`src/rtl/paillier_lite_sequencer.sv`:
```
// AXI-Lite master that drives a Paillier accelerator: writes block count and
// control, polls status until done, and repeats for TEST_TIMES runs.
module paillier_lite_sequencer #(
    parameter int unsigned           ADDR_WIDTH  = 32,
    parameter int unsigned           DATA_WIDTH  = 32,
    parameter logic [ADDR_WIDTH-1:0] BASE_ADDR   = '0,
    parameter logic [1:0]            MODE        = 2'b00,
    parameter int unsigned           BLOCK_COUNT = 1,
    parameter int unsigned           TEST_TIMES  = 1,
    parameter int unsigned           POLL_GAP    = 16,
    parameter int unsigned           POLL_LIMIT  = 65535
) (
    input  logic                    M_AXI_ACLK,
    input  logic                    M_AXI_ARESETN,
    input  logic                    INIT_AXI_TXN,
    output logic                    BUSY,
    output logic                    DONE,
    output logic                    ERROR,
    output logic [7:0]              RUN_CNT,
    output logic [ADDR_WIDTH-1:0]   AWADDR,
    output logic [2:0]              AWPROT,
    output logic                    AWVALID,
    input  logic                    AWREADY,
    output logic [DATA_WIDTH-1:0]   WDATA,
    output logic [DATA_WIDTH/8-1:0] WSTRB,
    output logic                    WVALID,
    input  logic                    WREADY,
    input  logic [1:0]              BRESP,
    input  logic                    BVALID,
    output logic                    BREADY,
    output logic [ADDR_WIDTH-1:0]   ARADDR,
    output logic [2:0]              ARPROT,
    output logic                    ARVALID,
    input  logic                    ARREADY,
    input  logic [DATA_WIDTH-1:0]   RDATA,
    input  logic [1:0]              RRESP,
    input  logic                    RVALID,
    output logic                    RREADY
);

    localparam logic [ADDR_WIDTH-1:0] ADDR_CTRL   = BASE_ADDR;
    localparam logic [ADDR_WIDTH-1:0] ADDR_BLKCNT = BASE_ADDR + ADDR_WIDTH'(4);
    localparam logic [ADDR_WIDTH-1:0] ADDR_STATUS = BASE_ADDR + ADDR_WIDTH'(8);
    localparam logic [DATA_WIDTH-1:0] DATA_BLKCNT = DATA_WIDTH'(BLOCK_COUNT);
    localparam logic [DATA_WIDTH-1:0] DATA_CTRL   = DATA_WIDTH'({MODE, 1'b1});
    localparam logic [7:0]            RUNS        = 8'(TEST_TIMES);

    typedef enum logic [2:0] {
        IDLE,
        WR_BLK,
        WR_CTRL,
        POLL_WAIT,
        RD_STAT,
        NEXT,
        FIN,
        ERR
    } state_t;

    state_t      state;
    logic        init_q;
    logic        aw_done;
    logic        w_done;
    logic [31:0] gap_cnt;
    logic [31:0] poll_cnt;

    logic        start;
    logic        aw_hs;
    logic        w_hs;
    logic [31:0] poll_next;
    logic [7:0]  run_next;
    logic        unused_rdata;

    assign AWPROT = 3'b000;
    assign ARPROT = 3'b000;
    assign WSTRB  = '1;

    assign start     = INIT_AXI_TXN & ~init_q & (state == IDLE || state == FIN || state == ERR);
    assign aw_hs     = AWVALID & AWREADY;
    assign w_hs      = WVALID & WREADY;
    assign poll_next = poll_cnt + 32'd1;
    assign run_next  = (RUN_CNT == 8'hFF) ? 8'hFF : RUN_CNT + 8'd1;

    // Only the done flag of the status word matters to the sequencer.
    assign unused_rdata = ^RDATA[DATA_WIDTH-1:1];

    always_ff @(posedge M_AXI_ACLK or posedge M_AXI_ARESETN) begin
        if (M_AXI_ARESETN) begin
            state    <= IDLE;
            init_q   <= 1'b0;
            aw_done  <= 1'b0;
            w_done   <= 1'b0;
            gap_cnt  <= '0;
            poll_cnt <= '0;
            AWADDR   <= '0;
            AWVALID  <= 1'b0;
            WDATA    <= '0;
            WVALID   <= 1'b0;
            BREADY   <= 1'b0;
            ARADDR   <= '0;
            ARVALID  <= 1'b0;
            RREADY   <= 1'b0;
            BUSY     <= 1'b0;
            DONE     <= 1'b0;
            ERROR    <= 1'b0;
            RUN_CNT  <= '0;
        end else begin
            init_q <= INIT_AXI_TXN;
            case (state)
                IDLE, FIN, ERR: begin
                    if (start) begin
                        BUSY     <= 1'b1;
                        DONE     <= 1'b0;
                        ERROR    <= 1'b0;
                        RUN_CNT  <= '0;
                        poll_cnt <= '0;
                        aw_done  <= 1'b0;
                        w_done   <= 1'b0;
                        AWADDR   <= ADDR_BLKCNT;
                        WDATA    <= DATA_BLKCNT;
                        AWVALID  <= 1'b1;
                        WVALID   <= 1'b1;
                        state    <= WR_BLK;
                    end
                end

                // AW and W complete independently; the response is only
                // accepted once both address and data have been taken.
                WR_BLK, WR_CTRL: begin
                    if (BREADY) begin
                        if (BVALID) begin
                            BREADY  <= 1'b0;
                            aw_done <= 1'b0;
                            w_done  <= 1'b0;
                            if (BRESP != 2'b00) begin
                                ERROR <= 1'b1;
                                BUSY  <= 1'b0;
                                state <= ERR;
                            end else if (state == WR_BLK) begin
                                AWADDR  <= ADDR_CTRL;
                                WDATA   <= DATA_CTRL;
                                AWVALID <= 1'b1;
                                WVALID  <= 1'b1;
                                state   <= WR_CTRL;
                            end else begin
                                gap_cnt <= '0;
                                state   <= POLL_WAIT;
                            end
                        end
                    end else begin
                        if (aw_hs) begin
                            AWVALID <= 1'b0;
                            aw_done <= 1'b1;
                        end
                        if (w_hs) begin
                            WVALID <= 1'b0;
                            w_done <= 1'b1;
                        end
                        if ((aw_done | aw_hs) && (w_done | w_hs)) begin
                            BREADY <= 1'b1;
                        end
                    end
                end

                POLL_WAIT: begin
                    if (gap_cnt + 32'd1 >= POLL_GAP) begin
                        ARADDR  <= ADDR_STATUS;
                        ARVALID <= 1'b1;
                        state   <= RD_STAT;
                    end else begin
                        gap_cnt <= gap_cnt + 32'd1;
                    end
                end

                RD_STAT: begin
                    if (ARVALID && ARREADY) begin
                        ARVALID <= 1'b0;
                        RREADY  <= 1'b1;
                    end
                    if (RREADY && RVALID) begin
                        RREADY <= 1'b0;
                        if (RRESP != 2'b00) begin
                            ERROR <= 1'b1;
                            BUSY  <= 1'b0;
                            state <= ERR;
                        end else if (RDATA[0]) begin
                            state <= NEXT;
                        end else begin
                            poll_cnt <= poll_next;
                            if (poll_next >= POLL_LIMIT) begin
                                ERROR <= 1'b1;
                                BUSY  <= 1'b0;
                                state <= ERR;
                            end else begin
                                gap_cnt <= '0;
                                state   <= POLL_WAIT;
                            end
                        end
                    end
                end

                NEXT: begin
                    RUN_CNT  <= run_next;
                    poll_cnt <= '0;
                    if (run_next == RUNS) begin
                        DONE  <= 1'b1;
                        BUSY  <= 1'b0;
                        state <= FIN;
                    end else begin
                        AWADDR  <= ADDR_BLKCNT;
                        WDATA   <= DATA_BLKCNT;
                        AWVALID <= 1'b1;
                        WVALID  <= 1'b1;
                        state   <= WR_BLK;
                    end
                end

                default: state <= IDLE;
            endcase
        end
    end

endmodule

```
`config.mk`:
```
export PLATFORM = sky130hd
export DESIGN_NAME = paillier_lite_sequencer
export DESIGN_NICKNAME = d
export VERILOG_FILES = /design/src/rtl/paillier_lite_sequencer.sv
export SDC_FILE = /design/constraint.sdc
export NUM_CORES = 1
export LEC_CHECK = 0
export BUFFER_PORTS_ARGS = -buffer_cell sky130_fd_sc_hd__buf_2
export CAP_MARGIN = 20
export CORE_MARGIN = 2
export CORE_UTILIZATION = 60
export CTS_BUF_LIST = sky130_fd_sc_hd__clkbuf_8
export CTS_CLUSTER_SIZE = 30
export DETAILED_ROUTE_END_ITERATION = 10
export GPL_ROUTABILITY_DRIVEN = 0
export GPL_TIMING_DRIVEN = 0
export PLACE_DENSITY = 0.88
export SYNTH_ARGS = -nofsm -noshare
export SYNTH_HDL_FRONTEND = slang
export SYNTH_SLANG_ARGS = --single-unit
export TNS_END_PERCENT = 30
```
`constraint.sdc`:
```
create_clock -name M_AXI_ACLK -period 9.5 [get_ports M_AXI_ACLK]
set_clock_uncertainty 0.15 [all_clocks]
set_input_delay 0.475 -clock M_AXI_ACLK [delete_from_list [all_inputs] [get_ports M_AXI_ACLK]]
set_output_delay 0.475 -clock M_AXI_ACLK [all_outputs]
set_load 0.03 [all_outputs]
```
==> results of run 1 <==
critical path: cells and delay by family (launching register included):
family	cells	cell delay [ps]
flops	1	400
fa+ha+maj	1	220
simple gates	5	2130
buf+inv	2	450
compound gates	2	390
metrics by stage:
step	setup WS, ps	utilization
after floorplan	6441	-
after global placement	5587	0.6836
after detailed placement	5735	0.6865
after CTS	5704	0.7063
after global routing	5251	0.7063
final	5611	0.7063
cell type report:
cell class	instances	area (um^2)	area share
buffer	136	962.2	0.1319
clock buffer	11	151.4	0.02076
clock inverter	4	43.79	0.006005
inverter	17	66.31	0.009094
multi-input combinational	616	3478	0.4770
sequential	89	2227	0.3054
tap	136	170.2	0.02334
timing repair buffer	33	192.7	0.02642
routing by layer:
layer,part of all wire,vias up,track usage
li1,-,2863,-
met1,0.40,2748,0.3467
met2,0.50,259,0.4513
met3,0.078,28,0.05167
met4,0.021,0,0.1058
met5,0,-,0
power groups by stage:
stage	Clock (mW)	Sequential [mW]	Combinational, mW
after floorplan	0	0.545	0.420
after global placement	0	0.491	0.614
after detailed placement	0	0.494	0.626
after CTS	0.270	0.487	0.632
after global routing	0.287	0.497	0.698
final	0.267	0.488	0.642
timing repair:
action	CTS	global route
buffers inserted	0	0
hold buffers	1	0
endpoints found under the hold margin	15	0
path summary, 6_finish.rpt:
| kind | startpoint | endpoint | slack (ps) | cells after the start |
|---|---|---|---|---|
| worst min register to register | ARADDR[3]$_DFFE_PP0P_ | ARADDR[3]$_DFFE_PP0P_ | 330 | 1 |
| min in group asynchronous | M_AXI_ARESETN | gap_cnt[22]$_DFFE_PP0P_ | 430 | 3 |
| worst min-delay path | INIT_AXI_TXN | init_q$_DFF_PP0_ | 80 | 1 |
| worst max-delay path | gap_cnt[0]$_DFFE_PP0P_ | gap_cnt[9]$_DFFE_PP0P_ | 5610 | 10 |
| worst max register to register | gap_cnt[0]$_DFFE_PP0P_ | gap_cnt[9]$_DFFE_PP0P_ | 5610 | 10 |
| max in group asynchronous | M_AXI_ARESETN | poll_cnt[2]$_DFFE_PP0P_ | 8130 | 4 |
flip-flops by register name, summed over array words and instances, names as in the netlist, 3 cells and up:
register and flops:
state 3, RUN_CNT 8, poll_cnt 32, gap_cnt 32
layout by cell type (no fill, tap or decap), types with 4 or more instances in the layout:
master	count
conb_1	103
a211oi_1	5
buf_4	106
xnor2_1	10
a21oi_1	31
and3_1	9
or2_2	5
dfrtp_1	89
nor2_1	59
nand2_1	51
a21boi_0	24
o221ai_1	4
clkbuf_8	14
buf_2	32
nor3_1	25
clkbuf_1	23
nand2b_1	11
a21boi_1	6
ha_1	5
and4_1	10
a31oi_1	18
o41ai_1	6
o211ai_1	7
nor4_1	15
and2_1	5
o31ai_1	10
o21ai_0	67
inv_1	17
or4_1	8
nand4_1	27
or3_1	9
nand3_1	30
cell families (layout without fill, tap and decap cells):
kind of cell	Yosys count	count (layout)	share of synthesized area
compound gates	204	204	0.2082
xor+xnor	12	12	0.01655
fa+ha+maj	5	5	0.009848
buf+inv	153	201	0.1615
flops	89	89	0.3506
mux	4	4	0.006500
other cells	2	103	0.001182
simple gates	288	288	0.2456
==> results.sh, run 1 <==
export IMPL_synth_edff_count=0
export IMPL_critical_path_cell_chain="ha_1, inv_1, nor4_1, a31oi_1, or3b_2, nor4_1, nand3_1, nand2_1, clkbuf_1, a21boi_0"
export IMPL_power_frac_seq=0.349
export IMPL_drt_iter0_markers=413
export IMPL_fillers=857
export IMPL_ys_seq_elements=89
export IMPL_p_leak_nw=3.375
export IMPL_rsz0062_at_grt="false"
export IMPL_vias=5898
export IMPL_ir_drop_uv=162.0
export IMPL_placed_cells=1026
export IMPL_postSynthCellCount=757
export IMPL_p_switching_uw=620.2
export IMPL_synthTopCellsByCount="buf_4 (106), dfrtp_1 (89), o21ai_0 (67)"
export IMPL_die_h_um=106.9
export IMPL_status="completed"
export IMPL_criticalPathCategory="reg2reg"
export IMPL_root_buffer="clkbuf_8"
export IMPL_cts_resized=0
export IMPL_setup_violations=0
export IMPL_ys_seq_area_frac=0.3506
export IMPL_arrival_ps=3970
export IMPL_cts_tree="built"
export IMPL_wl_mm=15.03
export IMPL_post_route_min_period_ps=3889
export IMPL_yosysTopAreaCellShare=0.3506
export IMPL_slew_viol_final=0
export IMPL_clockBufferDepth=2
export IMPL_cts_buffers=9
export IMPL_hold_viol_final=0
export IMPL_crit_required_ps=9580
export IMPL_core_region_area_um2=10320
export IMPL_clock_sinks=89
export IMPL_power_density_nw_per_um2=191.6
export IMPL_firstDrtPassIters=5
export IMPL_dp_hpwl_mm=10.77
export IMPL_timing_critical_path_fanout_max=10
export IMPL_postLayoutCellArea_um2=7292
export IMPL_cp_slowest_stage_delay_ps=880
export IMPL_comb_power_share=0.460
export IMPL_hold_class="in2reg"
export IMPL_netlist_top_cell_by_area="dfrtp_1"
export IMPL_drv_cap=0
export IMPL_hold_slack_ps=78.59
export IMPL_cp_start_kind="register"
export IMPL_cts_htree_levels=3
export IMPL_synth_distinct_cells=71
export IMPL_port_buffers=31
export IMPL_crit_path_end_kind="register"
export IMPL_slowest_stage="nor4_1"
export IMPL_grt_pass1_wl_mm=24.98
export IMPL_grt_ovfl_total=0
export IMPL_syn_area_um2=6352
export IMPL_drc_errors=0
export IMPL_routed_via_density=5.660
export IMPL_clk_latency_ps=380
export IMPL_period_share=0.4094
export IMPL_path_common_cell="nor4_1"
export IMPL_ys_top_cells_by_area="dfrtp_1 (35%), buf_4 (13%), o21ai_0 (5.3%), nor2_1 (3.5%), nand2_1 (3.0%)"
export IMPL_die_x_um=106.9
export IMPL_num_rows=37
export IMPL_slew_headroom=0.2978
export IMPL_yosysMostFrequentCell="buf_4"
export IMPL_worst_slew_pin_slew_ps=1044
export IMPL_antenna_left=0
export IMPL_place_area_um2=7087
export IMPL_diodes=0
export IMPL_final_cells=1042
export IMPL_ys_warn_count=0
export IMPL_swShare=0.4438
export IMPL_grt_total_usage=0.2700
export IMPL_synth_area_per_cell_um2=8.391
export IMPL_async_flop_share=1.000
export IMPL_clock_power_share=0.191
export IMPL_grt_max_degree=75
export IMPL_power_internal_uw=777.2
export IMPL_synthFlopType="dfrtp_1"
export IMPL_nets=951
export IMPL_start_util=0.6153
export IMPL_dieArea_um2=11430
export IMPL_antenna_found_initial=0
export IMPL_grt_pass1_vias=5361
export IMPL_ios=166
export IMPL_drive_above_1_share=0.2042
export IMPL_wl_per_cell_um=14.43
export IMPL_area_delta_synth_final_pct=14.79
export IMPL_fmax_mhz=257.1
export IMPL_finalSetupTns_ps=0
export IMPL_clk_pin_slew_ps=90
export IMPL_power_mw=1.397
No activity file was read; power rests on OpenSTA's default activity.
==> run 2: changes to the inputs <==
--- a/config.mk
+++ b/config.mk
@@ -8,13 +8,13 @@
 export BUFFER_PORTS_ARGS = -buffer_cell sky130_fd_sc_hd__buf_2
 export CAP_MARGIN = 20
 export CORE_MARGIN = 2
-export CORE_UTILIZATION = 60
+export CORE_UTILIZATION = 50
 export CTS_BUF_LIST = sky130_fd_sc_hd__clkbuf_8
 export CTS_CLUSTER_SIZE = 30
 export DETAILED_ROUTE_END_ITERATION = 10
 export GPL_ROUTABILITY_DRIVEN = 0
 export GPL_TIMING_DRIVEN = 0
-export PLACE_DENSITY = 0.88
+export PLACE_DENSITY = 0.78
 export SYNTH_ARGS = -nofsm -noshare
 export SYNTH_HDL_FRONTEND = slang
 export SYNTH_SLANG_ARGS = --single-unit
==> constraint.sdc (replaced) <==
create_clock -name M_AXI_ACLK -period 3.38 [get_ports M_AXI_ACLK]
set_clock_uncertainty 0.15 [all_clocks]
set_input_delay 0.169 -clock M_AXI_ACLK [delete_from_list [all_inputs] [get_ports M_AXI_ACLK]]
set_output_delay 0.169 -clock M_AXI_ACLK [all_outputs]
set_load 0.03 [all_outputs]
==> results.sh, run 2 (synthesis gave the netlist of run 1 again) <==
export IMPL_vias=5886
export IMPL_grt_total_usage=0.2141
export IMPL_drv_cap=0
export IMPL_period_share=0.9814
export IMPL_drc_errors=0
export IMPL_cts_tree="built"
export IMPL_routed_via_density=5.346
export IMPL_grt_pass1_wl_mm=23.71
export IMPL_crit_path_end_kind="register"
export IMPL_routed_top_layer="met4"
export IMPL_slew_headroom=0.5408
export IMPL_clk_latency_ps=380
export IMPL_post_route_min_period_ps=3317
export IMPL_cts_htree_levels=3
export IMPL_dieArea_um2=13620
export IMPL_reg_top3="gap_cnt x32, poll_cnt x32, RUN_CNT x8"
export IMPL_area_delta_synth_final_pct=20.58
export IMPL_num_rows=41
export IMPL_ios=166
export IMPL_grt_ovfl_total=0
export IMPL_clockBufferDepth=2
export IMPL_wl_met3_um=860
export IMPL_ir_drop_uv=240.5
export IMPL_start_util=0.5075
export IMPL_setup_violations=0
export IMPL_root_buffer="clkbuf_8"
export IMPL_worst_slew_pin_slew_ps=683.1
export IMPL_r2r_cells=12
export IMPL_p_leak_nw=3.505
export IMPL_cp_start_kind="register"
export IMPL_nets=973
export IMPL_port_buffers=31
export IMPL_wl_per_cell_um=13.56
export IMPL_crit_required_ps=3480
export IMPL_firstDrtPassIters=7
export IMPL_wl_met2_mm=7.126
export IMPL_core_region_area_um2=12520
export IMPL_grt_max_degree=75
export IMPL_cts_buffers=9
export IMPL_clk_pin_slew_ps=90
export IMPL_diodes=0
export IMPL_antenna_found_initial=0
export IMPL_timing_critical_path_fanout_max=10
export IMPL_hold_slack_ps=21.89
export IMPL_hold_viol_final=0
export IMPL_finalSetupTns_ps=0
export IMPL_slew_viol_final=0
export IMPL_drt_iter0_markers=620
export IMPL_wl_mm=14.93
export IMPL_fmax_mhz=301.5
export IMPL_hold_class="in2reg"
export IMPL_dp_hpwl_mm=10.28
export IMPL_drive_above_1_share=0.2487
export IMPL_antenna_left=0
export IMPL_fillers=1114
export IMPL_status="completed"
export IMPL_criticalPathCategory="reg2reg"
export IMPL_grt_pass1_vias=4957
export IMPL_arrival_ps=3420
export IMPL_power_density_nw_per_um2=514.6
export IMPL_wl_met1_mm=6.668
export IMPL_clock_sinks=89
export IMPL_hold_depth=3
export IMPL_power_mw=3.942
export IMPL_die_h_um=116.7
export IMPL_final_common_cell="buf_4"
export IMPL_die_x_um=116.7
export IMPL_layout_common_cells="buf_4 (123), conb_1 (103), dfrtp_1 (84), o21ai_0 (67), nor2_1 (57)"
-- run 2: final timing paths --
check	startpoint	end	slack, ps
max	poll_cnt[3]$_DFFE_PP0P_	gap_cnt[6]$_DFFE_PP0P_	60
min	RRESP[1]	ERROR$_DFFE_PP0P_	20
max reg2reg	poll_cnt[3]$_DFFE_PP0P_	gap_cnt[6]$_DFFE_PP0P_	60
min reg2reg	ARADDR[3]$_DFFE_PP0P_	ARADDR[3]$_DFFE_PP0P_	320
max in group asynchronous	M_AXI_ARESETN	poll_cnt[2]$_DFFE_PP0P_	2330
min in group asynchronous	M_AXI_ARESETN	gap_cnt[11]$_DFFE_PP0P_	110
-- run 2: timing repair --
item	CTS	global route
endpoints found under the hold margin	96	0
pin swaps	1	9
resized for setup	7	27
setup buffers	1	17
hold buffers	6	0
endpoints found under the setup margin	35	37
-- run 2: area by class of cell --
class,count,area [um^2],area share
buffer,135,962.2,0.1256
clock buffer,9,123.9,0.01617
clock inverter,7,72.57,0.009474
inverter,17,66.31,0.008657
multi-input combinational,616,3605,0.4706
sequential,89,2233,0.2916
tap,172,215.2,0.02810
timing repair buffer,56,381.6,0.04982
-- run 2: stage by stage --
| step | instances | utilization | setup WS [ps] | instance area, um^2 |
|---|---|---|---|---|
| after global routing | 1101 | 0.6120 | -59.28 | 7660 |
| after CTS | 1085 | 0.5939 | 22.33 | 7433 |
| after global placement | 1061 | 0.5674 | -388.7 | 7102 |
| after floorplan | 858 | - | 320.8 | 6731 |
| after detailed placement | 1062 | 0.5698 | -375.0 | 7132 |
| final | 1101 | 0.6120 | 62.73 | 7660 |
-- run 2: power by group --
part	internal, mW	total (mW)	switching [mW]
Combinational	0.629	1.82	1.19
Clock	0.340	0.742	0.402
Sequential	1.21	1.38	0.169
Total	2.18	3.94	1.76
-- run 2: per-layer routing --
layer  GRT usage  vias up
met4     0.06667        0
li1            -     2905
met1      0.3025     2727
met3     0.04307       32
met2      0.3326      222
met5           0        -
-- run 2: critical path, stage by stage, from the launching register on --
cell      delay, ps
dfrtp_1         340
clkbuf_8        170
nand4_4         180
or4_4           570
buf_4           150
nor3_2          170
and3_2          210
o31ai_1          60
or3_4           420
o41ai_4         340
buf_6           190
buf_6           140
a21boi_0         90
==> run 3: changes to the inputs <==
--- a/config.mk
+++ b/config.mk
@@ -8,13 +8,13 @@
 export BUFFER_PORTS_ARGS = -buffer_cell sky130_fd_sc_hd__buf_2
 export CAP_MARGIN = 20
 export CORE_MARGIN = 2
-export CORE_UTILIZATION = 50
+export CORE_UTILIZATION = 45
 export CTS_BUF_LIST = sky130_fd_sc_hd__clkbuf_8
 export CTS_CLUSTER_SIZE = 30
 export DETAILED_ROUTE_END_ITERATION = 10
 export GPL_ROUTABILITY_DRIVEN = 0
 export GPL_TIMING_DRIVEN = 0
-export PLACE_DENSITY = 0.78
+export PLACE_DENSITY = 0.71
 export SYNTH_ARGS = -nofsm -noshare
 export SYNTH_HDL_FRONTEND = slang
 export SYNTH_SLANG_ARGS = --single-unit
==> results.sh, run 3 (synthesis gave the netlist of run 1 again) <==
export IMPL_clk_pin_slew_ps=100
export IMPL_timing_rr_end="gap_cnt[7]$_DFFE_PP0P_"
export IMPL_diodes=0
export IMPL_cts_buffers=9
export IMPL_hold_end="ERROR$_DFFE_PP0P_"
export IMPL_reg2reg_from="poll_cnt[9]$_DFFE_PP0P_"
export IMPL_cp_top_family="simple AND/OR/NAND/NOR gates"
export IMPL_drc_errors=0
export IMPL_ir_drop_uv=219.3
export IMPL_crit_path_end_kind="register"
export IMPL_final_common_cell="buf_4"
export IMPL_crit_required_ps=3490
export IMPL_cts_htree_levels=3
export IMPL_rrSetupSlack_ps=100
export IMPL_antenna_left=0
export IMPL_grt_total_usage=0.2100
export IMPL_drt_iter0_markers=411
export IMPL_path_buf_inv=3
export IMPL_start_util=0.4594
export IMPL_drv_cap=0
export IMPL_final_util=0.5475
export IMPL_clock_sinks=89
export IMPL_routed_via_density=5.338
export IMPL_slowest_stage="or4_4"
export IMPL_postLayoutCellArea_um2=7570
export IMPL_wl_mm=15.47
export IMPL_dp_hpwl_mm=11.04
export IMPL_hold_depth=4
export IMPL_startpoint="poll_cnt[9]$_DFFE_PP0P_"
export IMPL_fillers=1327
export IMPL_period_share=0.9694
export IMPL_clockBufferDepth=2
export IMPL_vias=5867
export IMPL_slew_headroom=0.5857
export IMPL_placed_cells=1070
export IMPL_setup_violations=0
export IMPL_post_route_min_period_ps=3277
export IMPL_slew_viol_final=0
export IMPL_drive_above_1_share=0.2350
export IMPL_criticalPathCategory="reg2reg"
export IMPL_status="completed"
export IMPL_cts_tree="built"
export IMPL_grt_ovfl_total=0
export IMPL_num_rows=43
export IMPL_wl_per_cell_um=14.08
export IMPL_grt_pass1_vias=5033
export IMPL_grt_pass1_wl_mm=25.23
export IMPL_multiInputGateArea_um2=3565
export IMPL_grt_max_degree=52
export IMPL_final_cells=1099
export IMPL_die_h_um=122.8
export IMPL_reg_top3="gap_cnt x32, poll_cnt x32, RUN_CNT x8"
export IMPL_dieArea_um2=15080
export IMPL_r2r_cells=11
export IMPL_ff_latch_area_um2=2236
export IMPL_port_buffers=31
export IMPL_layout_common_cells="buf_4 (113), conb_1 (103), dfrtp_1 (82), o21ai_0 (67), nor2_1 (59)"
export IMPL_hold_class="in2reg"
export IMPL_power_density_nw_per_um2=526.3
export IMPL_cp_start_kind="register"
export IMPL_antenna_found_initial=0
export IMPL_place_area_um2=7142
export IMPL_root_buffer="clkbuf_8"
export IMPL_firstDrtPassIters=5
export IMPL_timing_critical_path_fanout_max=10
export IMPL_arrival_ps=3390
export IMPL_hp_start="RVALID"
export IMPL_die_x_um=122.8
export IMPL_critical_path_cell_chain="buf_4, nand4_1, or4_4, or3_4, o2bb2ai_1, nor2_1, or3_4, o41ai_4, buf_4, buf_6, a21boi_0"
export IMPL_hold_viol_final=0
export IMPL_cp_slowest_stage_delay_ps=580
export IMPL_core_region_area_um2=13830
export IMPL_worst_slew_pin_slew_ps=616.4
export IMPL_area_delta_synth_final_pct=19.16
export IMPL_hold_slack_ps=85.43
export IMPL_clk_latency_ps=390
export IMPL_p_leak_nw=3.466
export IMPL_fmax_mhz=305.2
export IMPL_nets=963
export IMPL_ios=166
run 3: cell types whose count changed in the layout (fill, tap and decap cells not counted), sizes merged:
cell,change
buf,-11
clkinvlp,-3
inv,+2
clkbuf,+1
dlygate4sd3,+1
run 3: where the power goes:
group	internal [mW]	total, mW	switching (mW)
registers	1.21	1.38	0.175
logic	0.616	1.81	1.19
clock network	0.371	0.791	0.420
total	2.20	3.98	1.79
run 3: worst register-to-register path: cells and delay by family (launching register included):
| kind | cells | cell delay, ps |
|---|---|---|
| compound gates | 3 | 540 |
| buf+inv | 3 | 520 |
| flops | 1 | 330 |
| simple gates | 5 | 1620 |
run 3: metal layers:
metal  up-vias  global-route usage  wire [um]
li1       2882                   -          -
met1      2771              0.2883       6794
met2       201              0.3377       7596
met3        13             0.04600        924
met4         0             0.05029        154
met5         -                   0          0
run 3: how the worst max path moves through the flow:
stage	end	slack [ps]	cells after the start
2_1_floorplan	gap_cnt[2]$_DFFE_PP0P_	320	10
3_3_place_gp	gap_cnt[7]$_DFFE_PP0P_	-390	9
3_5_place_dp	gap_cnt[7]$_DFFE_PP0P_	-390	10
4_1_cts	gap_cnt[7]$_DFFE_PP0P_	20	10
5_1_grt	gap_cnt[31]$_DFFE_PP0P_	-40	10
6_report	gap_cnt[7]$_DFFE_PP0P_	100	11
run 3: layout make-up:
type	instances	area share
sequential	89	0.2954
clock inverter	6	0.009587
timing repair buffer	46	0.04033
inverter	17	0.008760
tap	180	0.02975
multi-input combinational	616	0.4709
buffer	135	0.1271
clock buffer	10	0.01818
run 3: timing repair:
item | 4_1_cts | 5_1_grt
pin swaps | 1 | 3
buffers inserted | 1 | 6
resized for setup | 5 | 20
setup endpoints to repair | 34 | 36
endpoints found under the hold margin | 45 | 0
hold buffers | 7 | 0
run 3: stage by stage:
| stage | TNS [ps] | setup slack, ps | total power, mW |
|---|---|---|---|
| after floorplan | 0 | 320.8 | 2.715 |
| after global placement | -45690 | -387.5 | 3.147 |
| after detailed placement | -12100 | -393.7 | 3.177 |
| after CTS | 0 | 16.02 | 3.991 |
| after global routing | -538.0 | -40.67 | 4.275 |
| final | 0 | 103.4 | 3.984 |
